--- config.mk ---
export PLATFORM = sky130hd
export DESIGN_NAME = enemy_pool
export DESIGN_NICKNAME = d
export VERILOG_FILES = /design/src/rtl/enemy_pkg.sv /design/src/rtl/enemy_slot.sv /design/src/rtl/enemy_pool.sv
export SDC_FILE = /design/constraint.sdc
export NUM_CORES = 1
export LEC_CHECK = 0
export ABC_CLOCK_PERIOD_IN_PS = 5500
export BUFFER_PORTS_ARGS = -buffer_cell sky130_fd_sc_hd__buf_4
export CORE_MARGIN = 2
export CORE_UTILIZATION = 35
export CTS_BUF_LIST = sky130_fd_sc_hd__clkbuf_4 sky130_fd_sc_hd__clkbuf_8
export CTS_CLUSTER_DIAMETER = 150
export DETAILED_ROUTE_END_ITERATION = 6
export PLACE_DENSITY_LB_ADDON = 0.12
export SLEW_MARGIN = 20
export SYNTH_ARGS = -nofsm -noshare
export SYNTH_HDL_FRONTEND = slang
export SYNTH_SLANG_ARGS = --single-unit
export TNS_END_PERCENT = 50
--- constraint.sdc ---
create_clock -name Clk -period 5.5 [get_ports Clk]
set_input_delay 0.825 -clock Clk [delete_from_list [all_inputs] [get_ports Clk]]
set_output_delay 0.825 -clock Clk [all_outputs]
set_load 0.02 [all_outputs]
--- src/rtl/enemy_pkg.sv ---
// enemy_pkg: shared slot states and Mario/scroll geometry constants
package enemy_pkg;
  typedef enum logic [1:0] {FREE, WALK, FALL, SQUISHED} slot_state_t;
  localparam logic [9:0] MARIO_HALF = 10'd20;
  localparam logic [9:0] SHIFT_PX = 10'd40;
endpackage

--- src/rtl/enemy_slot.sv ---
// enemy_slot: one enemy's state machine, gravity, walking, squish timer and draw box
module enemy_slot
  import enemy_pkg::*;
#(
  parameter logic [9:0] X_SIZE = 10'd20,
  parameter logic [9:0] Y_SIZE = 10'd20,
  parameter logic [9:0] X_MIN = 10'd120,
  parameter logic [9:0] X_MAX = 10'd519,
  parameter logic [9:0] Y_MAX = 10'd439,
  parameter logic [9:0] X_STEP = 10'd1,
  parameter logic [9:0] FALL_MAX = 10'd4,
  parameter logic [7:0] SQUISH_FRAMES = 8'd30
) (
  input  logic        Clk,
  input  logic        Reset_n,
  input  logic        tick,
  input  logic        Shift,
  input  logic        load,
  input  logic [9:0]  spawnX,
  input  logic [9:0]  spawnY,
  input  logic [9:0]  Mario_X_Pos,
  input  logic [9:0]  Mario_Y_Pos,
  input  logic [9:0]  DrawX,
  input  logic [9:0]  DrawY,
  input  logic [2:0]  poll_left,
  input  logic [2:0]  poll_right,
  input  logic [2:0]  poll_down,
  output slot_state_t state,
  output logic        stomp_hit,
  output logic        kill_hit,
  output logic        hit
);
  logic [9:0] x, y, xm, ym, dx, dy, xm_n, ym_n;
  logic [7:0] cnt;
  logic live, squished, despawn;
  assign live = state == WALK || state == FALL;
  assign squished = state == SQUISHED;
  assign dx = Mario_X_Pos - x;
  assign dy = Mario_Y_Pos - y;
  assign stomp_hit = state != FREE && Mario_Y_Pos + MARIO_HALF == y - Y_SIZE &&
                     x - X_SIZE <= Mario_X_Pos && Mario_X_Pos < x + X_SIZE;
  assign kill_hit = live && !stomp_hit && (dx[9] ? -dx : dx) < X_SIZE + MARIO_HALF &&
                    (dy[9] ? -dy : dy) < Y_SIZE + MARIO_HALF;
  assign despawn = x + X_SIZE < X_MIN || y - Y_SIZE > Y_MAX;
  // right-side blocking overrides a left-side bounce
  assign xm_n = (|poll_right || x + X_SIZE >= X_MAX) ? -X_STEP : |poll_left ? X_STEP : xm;
  assign ym_n = |poll_down ? 10'd0 : ym >= FALL_MAX ? FALL_MAX : ym + 10'd1;
  assign hit = (live || squished) && DrawX >= x - X_SIZE && DrawX < x + X_SIZE &&
               DrawY >= (squished ? y : y - Y_SIZE) && DrawY < y + Y_SIZE;
  always_ff @(posedge Clk or negedge Reset_n) begin
    if (!Reset_n) begin
      state <= FREE;
      x <= '0;
      y <= '0;
      xm <= '0;
      ym <= '0;
      cnt <= '0;
    end else if (load) begin
      state <= FALL;
      x <= spawnX;
      y <= spawnY - Y_SIZE;
      xm <= -X_STEP;
      ym <= '0;
    end else if (tick && state != FREE) begin
      if (stomp_hit) begin
        state <= SQUISHED;
        cnt <= SQUISH_FRAMES;
      end else if (despawn) begin
        state <= FREE;
      end else if (squished) begin
        cnt <= cnt - 8'd1;
        state <= cnt == 8'd1 ? FREE : SQUISHED;
        x <= Shift ? x - SHIFT_PX : x;
      end else begin
        state <= |poll_down ? WALK : FALL;
        xm <= xm_n;
        ym <= ym_n;
        x <= Shift ? x - SHIFT_PX : x + xm_n;
        y <= y + ym_n;
      end
    end
  end
endmodule

--- src/rtl/enemy_pool.sv ---
// enemy_pool: frame tick, spawn allocation, stomp/kill merge and draw priority over N enemy slots
module enemy_pool
  import enemy_pkg::*;
#(
  parameter int N_ENEMIES = 4,
  parameter logic [9:0] X_SIZE = 10'd20,
  parameter logic [9:0] Y_SIZE = 10'd20,
  parameter logic [9:0] X_MIN = 10'd120,
  parameter logic [9:0] X_MAX = 10'd519,
  parameter logic [9:0] Y_MAX = 10'd439,
  parameter logic [9:0] X_STEP = 10'd1,
  parameter logic [9:0] FALL_MAX = 10'd4,
  parameter logic [7:0] SQUISH_FRAMES = 8'd30,
  localparam int SW = N_ENEMIES > 1 ? $clog2(N_ENEMIES) : 1
) (
  input  logic                   Clk,
  input  logic                   Reset_n,
  input  logic                   frame_clk,
  input  logic                   Shift,
  input  logic                   spawn_valid,
  output logic                   spawn_ready,
  input  logic [9:0]             spawnX,
  input  logic [9:0]             spawnY,
  input  logic [9:0]             Mario_X_Pos,
  input  logic [9:0]             Mario_Y_Pos,
  input  logic [3*N_ENEMIES-1:0] Poll_left,
  input  logic [3*N_ENEMIES-1:0] Poll_right,
  input  logic [3*N_ENEMIES-1:0] Poll_down,
  input  logic [9:0]             DrawX,
  input  logic [9:0]             DrawY,
  output logic                   draw_is_enemy,
  output logic [SW-1:0]          draw_slot,
  output logic                   draw_squished,
  output logic [N_ENEMIES-1:0]   alive_mask,
  output logic                   stomp,
  output logic                   kill_Mario,
  input  logic                   kill_clear
);
  slot_state_t st [N_ENEMIES];
  logic [N_ENEMIES-1:0] free_v, load, stomp_v, kill_v, hit_v, sq_v;
  logic [2:0] fsync;
  logic tick;
  // two flops of synchronisation, the third holds the previous level for rise detection
  assign tick = fsync[1] & ~fsync[2];
  assign spawn_ready = |free_v;
  assign draw_is_enemy = |hit_v;
  for (genvar i = 0; i < N_ENEMIES; i++) begin : g_slot
    enemy_slot #(
      .X_SIZE(X_SIZE), .Y_SIZE(Y_SIZE), .X_MIN(X_MIN), .X_MAX(X_MAX), .Y_MAX(Y_MAX),
      .X_STEP(X_STEP), .FALL_MAX(FALL_MAX), .SQUISH_FRAMES(SQUISH_FRAMES)
    ) u_slot (
      .Clk(Clk), .Reset_n(Reset_n), .tick(tick), .Shift(Shift), .load(load[i]),
      .spawnX(spawnX), .spawnY(spawnY), .Mario_X_Pos(Mario_X_Pos), .Mario_Y_Pos(Mario_Y_Pos),
      .DrawX(DrawX), .DrawY(DrawY), .poll_left(Poll_left[3*i +: 3]),
      .poll_right(Poll_right[3*i +: 3]), .poll_down(Poll_down[3*i +: 3]),
      .state(st[i]), .stomp_hit(stomp_v[i]), .kill_hit(kill_v[i]), .hit(hit_v[i])
    );
    assign free_v[i] = st[i] == FREE;
    assign sq_v[i] = st[i] == SQUISHED;
    assign alive_mask[i] = st[i] == WALK || st[i] == FALL;
  end
  always_comb begin
    load = '0;
    for (int i = N_ENEMIES - 1; i >= 0; i--)
      if (free_v[i] && spawn_valid) begin
        load = '0;
        load[i] = 1'b1;
      end
  end
  always_comb begin
    draw_slot = '0;
    draw_squished = 1'b0;
    for (int i = N_ENEMIES - 1; i >= 0; i--)
      if (hit_v[i]) begin
        draw_slot = SW'(i);
        draw_squished = sq_v[i];
      end
  end
  always_ff @(posedge Clk or negedge Reset_n) begin
    if (!Reset_n) begin
      fsync <= '0;
      stomp <= 1'b0;
      kill_Mario <= 1'b0;
    end else begin
      fsync <= {fsync[1:0], frame_clk};
      stomp <= tick && |(stomp_v & ~load);
      kill_Mario <= (tick && |(kill_v & ~load)) || (kill_Mario && !kill_clear);
    end
  end
endmodule

==> flow_metrics.env <==
export IMPL_final_setup_tns_ps=0
export IMPL_die_w_um=271.2
export IMPL_synth_area_per_cell_um2=8.291
export IMPL_cts_sinks=205
export IMPL_syn_area_um2=24990
export IMPL_ys_flop_type="dfrtp_1"
export IMPL_dp_cells=4011
export IMPL_grt_max_degree=108
export IMPL_syn2layout_area_growth_pct=11.69
export IMPL_stdcell_count=4097
export IMPL_design_core_area_um2=70390
export IMPL_via_per_inst=5.514
export IMPL_wl_per_cell_um=21.80
export IMPL_required_ps=4680
export IMPL_synthArstFlopShare=1.000
export IMPL_power_mw=17.45
export IMPL_r2r_end="g_slot[0].u_slot.x[9]$_DFFE_PN0P_"
export IMPL_multi_input_area_um2=18620
export IMPL_max_slew_margin=0.2020
export IMPL_ys_warn_count=0
export IMPL_status="complete, no violations"
export IMPL_timing_rr_start="g_slot[0].u_slot.x[2]$_DFFE_PN0P_"
export IMPL_synth_seq_area_share=0.2053
export IMPL_grt_antenna_before_repair=3
export IMPL_power_density_nw_per_um2=625.4
export IMPL_crit_type="reg2out"
export IMPL_clk_pin_slew_ps=60
export IMPL_cts_hold_buf=0
export IMPL_drt_iter0_markers=1482
export IMPL_cts_tree="yes"
export IMPL_worst_hold_slack_ps=272.8
export IMPL_cp_max_fo=11
export IMPL_grt_pass1_vias=22120
export IMPL_period_minus_slack_ps=5205
export IMPL_die_h_um=271.2
export IMPL_critPathLaunch="g_slot[2].u_slot.x[4]$_DFFE_PN0P_"
export IMPL_post_cts_repair_setup_buffers=0
export IMPL_grt_overflow=0
export IMPL_min_path_type="in2async"
export IMPL_grt_total_usage=0.2398
export IMPL_seqCellArea_um2=5140
export IMPL_ys_ff_latch=205
export IMPL_root_buffer="clkbuf_8"
export IMPL_std_cell_rows=97
export IMPL_ys_types=108
export IMPL_slew_viol_final=0
export IMPL_fill_cells=7275
export IMPL_vias=22590
export IMPL_drv_cap=0
export IMPL_irDropWorstVdd_v=0.0002474
export IMPL_pin_count=113
export IMPL_drt_total_wl_um=89320
export IMPL_crit_end="draw_squished"
export IMPL_post_dp_hpwl_um=69570
export IMPL_portBuffers=112
export IMPL_cp_arrival_ps=4380
export IMPL_fmax_mhz=192.1
export IMPL_period_share=0.9464
export IMPL_dr_pass1_iters=5
export IMPL_end_kind="output pin"
export IMPL_syn_inst=3014
export IMPL_clock_latency_ps=640
export IMPL_reg2reg_setup_slack_ps=410
export IMPL_max_slew_worst_pin_slew_ps=1188
export IMPL_cts_buffers=45
export IMPL_reg2reg_depth=19
export IMPL_p_leak_nw=12.59
export IMPL_synth_edf_count=0
export IMPL_hold_violations=0
export IMPL_dieArea_um2=73550
export IMPL_grt_pass1_wl_um=135200
export IMPL_route_detailed_drc=0
export IMPL_nNetsFinal=3640
export IMPL_finalSetupViolCount=0
export IMPL_startpoint_type="flop"
export IMPL_cts_htree_levels=2
export IMPL_initial_utilization=0.3550
export IMPL_rsz0062_at_grt="no"
export IMPL_routabilityCongestion=0.9401
export IMPL_clockBufferDepth=3
export IMPL_antenna_left=0
export IMPL_drive_gt1_frac=0.1028
export IMPL_final_setup_skew_ps=26.86
synthesized netlist by cell type, types with 10 or more instances:
cell       instances  area (um2)
xor2_1            91       797.0
fa_1              16       320.3
and3_1            27       168.9
nand3b_1          13       97.59
a2111oi_0         11       96.34
o22a_1            10       87.58
nor4_1            32       200.2
nand2b_1          36       225.2
buf_2             37       185.2
mux2i_1           29       290.3
ha_1             404        5055
nor2b_1           37       231.5
and2_1            26       162.7
inv_1            191       716.9
a21o_1           101       758.2
nor3_1           105       525.5
dfrtp_1          205        5130
o21a_1            32       240.2
a31oi_1           39       244.0
o21bai_1          32       240.2
nand2_1          196       735.7
or3_1             32       200.2
o211ai_1          27       202.7
o21ai_0          134       670.6
or4_1             19       142.6
nor2_1           226       848.3
o21ai_1           51       255.2
nand4b_1          10       87.58
a21oi_1          196       980.9
nand3_1           64       320.3
nand4_1           26       162.7
o41ai_1           10       87.58
clkbuf_1          60       225.2
o2111ai_1         16       140.1
a211oi_1          32       240.2
xnor2_1          218        1909
clkinv_1          11       41.29
registers in the layout (all words and copies together) (netlist names):
register and count:
fsync 3, g_slot.u_slot.cnt 32, g_slot.u_slot.state 8, g_slot.u_slot.x 40, g_slot.u_slot.xm 40, g_slot.u_slot.y 40
g_slot.u_slot.ym 40, kill_Mario 1, stomp 1
cell usage in the layout (no fill, tap or decap), drive strengths merged, types with 39 or more instances in the layout:
| cell type | synthesis | routed |
|---|---|---|
| a21oi | 203 | 203 |
| buf | 59 | 153 |
| nand3 | 65 | 65 |
| ha | 404 | 404 |
| o21ai | 189 | 189 |
| nand2 | 197 | 197 |
| a21o | 101 | 101 |
| xnor2 | 219 | 219 |
| clkbuf | 60 | 71 |
| a31oi | 39 | 39 |
| nor3 | 109 | 109 |
| inv | 200 | 200 |
| dfrtp | 205 | 205 |
| xor2 | 93 | 93 |
| nor2 | 227 | 227 |
through the flow:
stage / setup WS [ps] / cell area, um2 / util
finish: 294.8 / 27910 / 0.3965
global route: 7.446 / 27900 / 0.3964
CTS: 23.08 / 27850 / 0.3957
detailed placement: 491.0 / 26870 / 0.3817
global placement: 515.2 / 26860 / 0.3816
floorplan: 1018 / 25070 / -
timing repair:
action	CTS	global route
pin swaps	0	1
gates resized for setup	2	17
endpoints found under the setup margin	2	4
cell type report:
class                           count  area share
Antenna cell                        5   0.0004483
Multi-Input combinational cell   2502      0.6672
Tap cell                          940     0.04214
Inverter                          211     0.02847
Timing Repair Buffer              153     0.04232
Clock inverter                     10    0.002869
Sequential cell                   205      0.1842
Clock buffer                       71     0.03232
critical path, cell delays in order, from the launching register on:
cell	delay, ps
dfrtp_1	610
ha_1	270
a21oi_2	90
and3_1	200
xnor2_1	360
inv_1	90
ha_1	280
o21ai_0	70
nand2_1	60
o21ai_0	160
nor4_1	250
nand4_1	120
or3_1	460
mux2i_1	150
a211oi_1	270
buf_4	180
buf_4	140
cells by family after synthesis:
| kind of cell | count (synthesis) | share of synthesized area |
|---|---|---|
| simple gates | 889 | 0.1797 |
| compound gates | 817 | 0.2166 |
| fa+ha+maj | 426 | 0.2176 |
| buf+inv | 330 | 0.05528 |
| xor+xnor | 315 | 0.1130 |
| flops | 205 | 0.2053 |
| mux | 31 | 0.01252 |
| other cells | 1 | 0.0001501 |
worst min-delay path by stage:
stage | startpoint | end | slack, ps | cells after the start
floorplan | fsync[0]$_DFF_PN0_ | fsync[1]$_DFF_PN0_ | 330 | 0
global placement | fsync[0]$_DFF_PN0_ | fsync[1]$_DFF_PN0_ | 350 | 0
detailed placement | fsync[0]$_DFF_PN0_ | fsync[1]$_DFF_PN0_ | 340 | 0
CTS | Reset_n | g_slot[0].u_slot.x[2]$_DFFE_PN0P_ | 260 | 1
global route | frame_clk | fsync[0]$_DFF_PN0_ | 290 | 1
finish | Reset_n | g_slot[0].u_slot.x[2]$_DFFE_PN0P_ | 270 | 1
routing by layer:
metal	part of all wire	GRT usage
met3	0.061	0.04644
met4	0.041	0.09442
met5	0	0
met2	0.44	0.3751
met1	0.46	0.3251
where the power goes:
group	internal (mW)	switching, mW
clock network	1.08	0.798
logic	5.27	7.30
registers	2.05	0.959
(Power assumes the default switching activity.)
